==> src/rtl/cpu_pkg.sv <==
// Shared CPU front-end types: fetch widths, reset PC and the fetch-queue entry.
package cpu_pkg;

    localparam int INST_W    = 32;
    localparam int PC_W      = 32;
    localparam int ROM_IDX_W = 8;

    localparam logic [PC_W-1:0] RESET_PC_DEFAULT = 32'h0000_0000;

    typedef struct packed {
        logic [PC_W-1:0]   pc;
        logic [INST_W-1:0] inst;
    } fetch_entry_t;

    // Word index into inst_rom; wraps modulo the ROM size by truncation.
    function automatic logic [ROM_IDX_W-1:0] rom_index(input logic [PC_W-1:0] pc);
        return pc[ROM_IDX_W+1:2];
    endfunction

endpackage

==> src/rtl/inst_prefetch_buf_if.sv <==
// ROM read port plus the fetch-side valid/ready channel of the prefetch buffer.
interface inst_prefetch_buf_if;
    import cpu_pkg::*;

    logic [ROM_IDX_W-1:0] rom_addr;
    logic [INST_W-1:0]    rom_data;
    logic                 out_valid;
    logic                 out_ready;
    logic [PC_W-1:0]      out_pc;
    logic [INST_W-1:0]    out_inst;

    modport master (
        output rom_addr, out_valid, out_pc, out_inst,
        input  rom_data, out_ready
    );

    modport slave (
        input  rom_addr, out_valid, out_pc, out_inst,
        output rom_data, out_ready
    );

endinterface

==> src/rtl/prefetch_fifo.sv <==
// Synchronous FIFO of fetch entries; control state resets, storage does not.
module prefetch_fifo
    import cpu_pkg::*;
#(
    parameter int DEPTH = 4
) (
    input  logic                     clk,
    input  logic                     resetn,
    input  logic                     push,
    input  logic                     pop,
    input  logic                     clear,
    input  fetch_entry_t             din,
    output fetch_entry_t             head,
    output logic [$clog2(DEPTH):0]   count
);

    localparam int AW = $clog2(DEPTH);

    logic [AW-1:0] wr_ptr;
    logic [AW-1:0] rd_ptr;
    fetch_entry_t  mem [DEPTH];

    always_ff @(posedge clk or negedge resetn) begin
        if (!resetn) begin
            wr_ptr <= '0;
            rd_ptr <= '0;
            count  <= '0;
        end else if (clear) begin
            wr_ptr <= '0;
            rd_ptr <= '0;
            count  <= '0;
        end else begin
            if (push) wr_ptr <= wr_ptr + 1'b1;
            if (pop)  rd_ptr <= rd_ptr + 1'b1;
            case ({push, pop})
                2'b10:   count <= count + 1'b1;
                2'b01:   count <= count - 1'b1;
                default: count <= count;
            endcase
        end
    end

    always_ff @(posedge clk) begin
        if (push && !clear) mem[wr_ptr] <= din;
    end

    assign head = mem[rd_ptr];

endmodule

==> src/rtl/inst_prefetch_buf.sv <==
// Instruction prefetch queue: sequential ROM fetch with credit-based issue,
// one read in flight, redirect on flush, valid/ready delivery of {pc, inst}.
module inst_prefetch_buf
    import cpu_pkg::*;
#(
    parameter int              DEPTH    = 4,
    parameter logic [PC_W-1:0] RESET_PC = RESET_PC_DEFAULT
) (
    input  logic                   clk,
    input  logic                   resetn,
    input  logic                   flush,
    input  logic [PC_W-1:0]        flush_pc,
    inst_prefetch_buf_if.master    bus,
    output logic [$clog2(DEPTH):0] occupancy
);

    localparam int CW = $clog2(DEPTH) + 1;

    logic [PC_W-1:0] fetch_pc;
    logic [PC_W-1:0] req_pc;
    logic            req_pend;
    logic            issue;
    logic            push;
    logic            pop;
    logic [CW-1:0]   count;
    logic [CW:0]     credit;
    fetch_entry_t    entry;
    fetch_entry_t    head;
    logic            unused_flush_pc_lsb;

    assign unused_flush_pc_lsb = ^flush_pc[1:0];

    // The in-flight read reserves a slot so the FIFO can never overflow.
    assign credit = {1'b0, count} + {{CW{1'b0}}, req_pend};
    assign issue  = !flush && (credit < (CW+1)'(DEPTH));
    assign push   = req_pend && !flush;
    assign pop    = bus.out_valid && bus.out_ready && !flush;
    assign entry  = '{pc: req_pc, inst: bus.rom_data};

    always_ff @(posedge clk or negedge resetn) begin
        if (!resetn) begin
            fetch_pc <= RESET_PC;
            req_pend <= 1'b0;
        end else if (flush) begin
            fetch_pc <= {flush_pc[PC_W-1:2], 2'b00};
            req_pend <= 1'b0;
        end else begin
            if (issue) fetch_pc <= fetch_pc + 32'd4;
            req_pend <= issue;
        end
    end

    always_ff @(posedge clk) begin
        if (issue) req_pc <= fetch_pc;
    end

    prefetch_fifo #(
        .DEPTH (DEPTH)
    ) u_fifo (
        .clk    (clk),
        .resetn (resetn),
        .push   (push),
        .pop    (pop),
        .clear  (flush),
        .din    (entry),
        .head   (head),
        .count  (count)
    );

    // Outputs derive only from registered state; storage is masked when empty.
    assign bus.rom_addr  = rom_index(fetch_pc);
    assign bus.out_valid = (count != '0);
    assign bus.out_pc    = bus.out_valid ? head.pc   : '0;
    assign bus.out_inst  = bus.out_valid ? head.inst : '0;
    assign occupancy     = count;

endmodule
==> src/flat_wrapper.sv <==
// flat-port wrapper written by rule: the top's interface ports become plain ports
module inst_prefetch_buf_flat import cpu_pkg::*;
#(
    parameter int              DEPTH    = 4,
    parameter logic [PC_W-1:0] RESET_PC = RESET_PC_DEFAULT
)
  (clk, resetn, flush, flush_pc, occupancy, bus_rom_addr, bus_out_valid, bus_out_pc, bus_out_inst, bus_rom_data, bus_out_ready);
  inst_prefetch_buf_if bus_i ();
  input  logic clk;
  input  logic resetn;
  input  logic flush;
  input  logic [PC_W-1:0] flush_pc;
  output logic [$clog2(DEPTH):0] occupancy;
  output wire logic [$bits(bus_i.rom_addr)-1:0] bus_rom_addr;
  output wire logic [$bits(bus_i.out_valid)-1:0] bus_out_valid;
  output wire logic [$bits(bus_i.out_pc)-1:0] bus_out_pc;
  output wire logic [$bits(bus_i.out_inst)-1:0] bus_out_inst;
  input wire logic [$bits(bus_i.rom_data)-1:0] bus_rom_data;
  input wire logic [$bits(bus_i.out_ready)-1:0] bus_out_ready;
  assign bus_rom_addr = bus_i.rom_addr;
  assign bus_out_valid = bus_i.out_valid;
  assign bus_out_pc = bus_i.out_pc;
  assign bus_out_inst = bus_i.out_inst;
  assign bus_i.rom_data = bus_rom_data;
  assign bus_i.out_ready = bus_out_ready;
  inst_prefetch_buf #(.DEPTH(DEPTH), .RESET_PC(RESET_PC)) u_core (.clk(clk), .resetn(resetn), .flush(flush), .flush_pc(flush_pc), .bus(bus_i), .occupancy(occupancy));
endmodule
==> config.mk <==
export PLATFORM = sky130hd
export DESIGN_NAME = inst_prefetch_buf_flat
export DESIGN_NICKNAME = d
export VERILOG_FILES = /design/src/rtl/cpu_pkg.sv /design/src/rtl/inst_prefetch_buf_if.sv /design/src/rtl/prefetch_fifo.sv /design/src/rtl/inst_prefetch_buf.sv /design/src/flat_wrapper.sv
export SDC_FILE = /design/constraint.sdc
export NUM_CORES = 1
export LEC_CHECK = 0
export BUFFER_PORTS_ARGS = -buffer_cell sky130_fd_sc_hd__buf_2
export CAP_MARGIN = 20
export CORE_MARGIN = 5
export CORE_UTILIZATION = 34
export CTS_CLUSTER_SIZE = 40
export DETAILED_ROUTE_END_ITERATION = 7
export SLEW_MARGIN = 20
export SYNTH_ARGS = -nofsm -noshare
export SYNTH_HDL_FRONTEND = slang
export SYNTH_HIERARCHICAL = 1
export SYNTH_SLANG_ARGS = --single-unit
==> constraint.sdc <==
create_clock -name clk -period 6.6 [get_ports clk]
set_input_delay 0.66 -clock clk [delete_from_list [all_inputs] [get_ports clk]]
set_output_delay 0.66 -clock clk [all_outputs]
set_load 0.02 [all_outputs]
==> flow_summary.json <==
{
  "setup_viol": 0,
  "critPathSlowestCell": "dfrtp_4",
  "grt_pass1_wl_um": 42400,
  "netSwitchingFraction_pct": 24.9,
  "worstSetupStartpointType": "flip-flop",
  "drt-initial-drc-count": 388,
  "cts_tree": "yes",
  "drt_pass1_iterations": 4,
  "cts.sink_count": 324,
  "fin_ws_ns": 2.89,
  "status": "complete, no violations",
  "synth_top_area_share_pct": 66.7,
  "clock_power_share_pct": 40.6,
  "cts_buffers": 37,
  "worst_pin_slew_ns": 0.956,
  "ff2ff_setup_slack_ns": 3.78,
  "power_mw": 5.06,
  "cp_max_fo": 43,
  "fin_tns_setup_ns": 0,
  "p_switching_mw": 1.26,
  "max_cap_violations": 0,
  "synth_edf_count": 286,
  "crit_path_cell_trace": "buf_4 > mux4_2 > and2_1 > buf_2",
  "synth-seq-area-share_pct": 74.0,
  "post_cts_buffers": 0,
  "synth_ff_type": "edfxtp_1",
  "initial_utilization_pct": 34.3,
  "p_leak_nw": 5.30,
  "synthesis.yosys.warnings": 6,
  "ctsHoldBuffers": 0,
  "place.gp.congestion": 0.779,
  "die_w_um": 205,
  "grt_overflow": 0,
  "clock.fmax_mhz": 269,
  "grt_util_met3_pct": 2.83,
  "die_h_um": 205,
  "netlist_instances": 698,
  "cts_resized": 0,
  "hp-class": "primary input to asynchronous set/reset pin",
  "die-area_mm2": 0.0419,
  "power_density_mw_per_mm2": 329,
  "synthesis.area_mm2": 0.0129,
  "ys_ff_latch": 324,
  "critPathBufInv": 2,
  "antenna_found_initial": 0,
  "num_rows": 71,
  "min_period_ns": 3.71,
  "vias_per_cell": 4.84,
  "io_pins": 144,
  "clk_pin_slew_ns": 0.06,
  "finalHoldViolCount": 0,
  "grt_start_max_net_pins": 65,
  "cp_data_required_time_ns": 5.94,
  "track_usage_pct": 13.1,
  "synth_cell_types": 45,
  "worst_ep_arrival_time_ns": 3.05,
  "diodes": 0,
  "vias": 6731,
  "crit_type": "flip-flop to output pin",
  "final-max-slew-violation-count": 0,
  "pre_cts_ws_ns": 3.14,
  "syn2layout_area_growth_pct": 19.2,
  "synth_area_leaders": "edfxtp_1 (67%), mux4_2 (11%), dfrtp_1 (7.4%), and2_1 (3.4%), or4_1 (0.82%)",
  "grt_pass1_vias": 7149,
  "gr-max-usage-layer": "met2",
  "clock_path_buffers": 3,
  "comb_power_share_pct": 11.7,
  "design.core.area_mm2": 0.0376,
  "use_met2_pct": 21.1,
  "drive_above_1_share_pct": 32.0,
  "peakVddDrop_mv": 0.153,
  "wl_per_cell_um": 19.6,
  "insertion_delay_ns": 0.52,
  "finalCritPeriodShare_pct": 56.2,
  "clock_skew_ns": 0.0174,
  "yosys.area.top_type": "edfxtp_1",
  "max-slew-margin-rel_pct": 36.3,
  "p_int_mw": 3.80,
  "drc": 0,
  "port_buffers": 141,
  "ctsHtreeMaxLevel": 2,
  "rsz0062_at_grt": "no",
  "finalWirelength_um": 27200,
  "max_stage_delay_ns": 1.04,
  "use_met1_pct": 18.1,
  "fin_nets": 927,
  "crit_family": "flip-flops",
  "cts_root_buffer": "clkbuf_16",
  "seq_power_share_pct": 47.7,
  "end_kind": "output pin",
  "final_antenna_net_count": 0,
  "hpwl_um": 16300,
  "avgSynthCellArea_um2": 18.5,
  "ys_async_sr_fraction_pct": 11.7
}
## area by class of cell
cell class,instances,area [um2]
tap,511,639
sequential,324,9540
timing repair buffer,150,793
inverter,7,26.3
multi-input combinational,333,3120
fill,3387,22200
clock buffer,41,951
clock inverter,26,284
## path summary, 6_finish.rpt
check,start,to,cells past startpoint
min reg2reg,u_core/req_pc[10],u_core/u_fifo/mem[3][42],0
max,u_core/u_fifo/rd_ptr[0],bus_out_inst[3],4
max in group asynchronous,resetn,u_core/u_fifo/rd_ptr[0],1
min,resetn,u_core/fetch_pc[16],1
max reg2reg,u_core/u_fifo/count[1],u_core/u_fifo/count[2],7
min in group clk,flush_pc[2],u_core/fetch_pc[2],3
## cells by family after synthesis
family | Yosys count | share of synthesized area (%)
flops | 324 | 74.0
buf+inv | 48 | 2.06
compound gates | 52 | 2.56
xor+xnor | 15 | 1.02
fa+ha+maj | 6 | 0.641
simple gates | 185 | 8.23
other cells | 1 | 0.0291
mux | 67 | 11.4
## metal layers
layer / vias up / part of all wire [%]
li1: 3065 / -
met5: - / 0
met2: 188 / 47
met4: 0 / 1.7
met3: 37 / 6.1
met1: 3441 / 45
## cells in the mapped netlist, drive strengths merged, types with 2 or more instances
cell type	n
nand3	9
and4	4
o21ai	19
nor3b	2
xor2	8
o31a	2
nor3	3
or4	14
a31oi	17
o31ai	10
nor2	24
xnor2	7
and3	7
edfxtp	286
ha	5
buf	23
dfrtp	38
nand2	24
clkbuf	18
and2	70
nand4	10
or3	9
inv	6
mux4	64
nor2b	4
mux2i	3
## cell usage in the layout (no fill, tap or decap), drive strengths merged, types with 9 or more instances in the layout
cell type    n
or4         14
buf        150
nand2       24
inv          9
o31ai       10
or3          9
mux4        64
clkinv      17
nand3        9
nor2        24
clkbuf      41
a31oi       17
nand4       10
edfxtp     286
and2        70
o21ai       19
dfrtp       38
## flip-flops by register name (all words and copies together), names as in the netlist
register	count
u_core/req_pend	1
u_core/u_fifo/count	3
u_core/u_fifo/wr_ptr	2
u_core/req_pc	30
u_core/fetch_pc	30
u_core/u_fifo/mem	256
u_core/u_fifo/rd_ptr	2
## power groups by stage
stage	sequential, mW	combinational, mW	clock, mW
global route	2.43	0.647	2.21
detailed placement	2.46	0.608	0
global placement	2.45	0.604	0
floorplan	2.41	0.414	0
finish	2.41	0.592	2.05
CTS	2.42	0.609	2.12
## through the flow
step | util (%) | hold WS (ns) | instances | instance area (um2)
2_1_floorplan | - | 0.364 | 705 | 12900
3_3_place_gp | 37.5 | 0.475 | 1324 | 14100
3_5_place_dp | 37.5 | 0.482 | 1324 | 14100
4_1_cts | 40.8 | 0.295 | 1391 | 15300
5_1_grt | 40.9 | 0.337 | 1392 | 15400
6_report | 40.9 | 0.282 | 1392 | 15400
No activity file was read; power rests on OpenSTA's default activity.
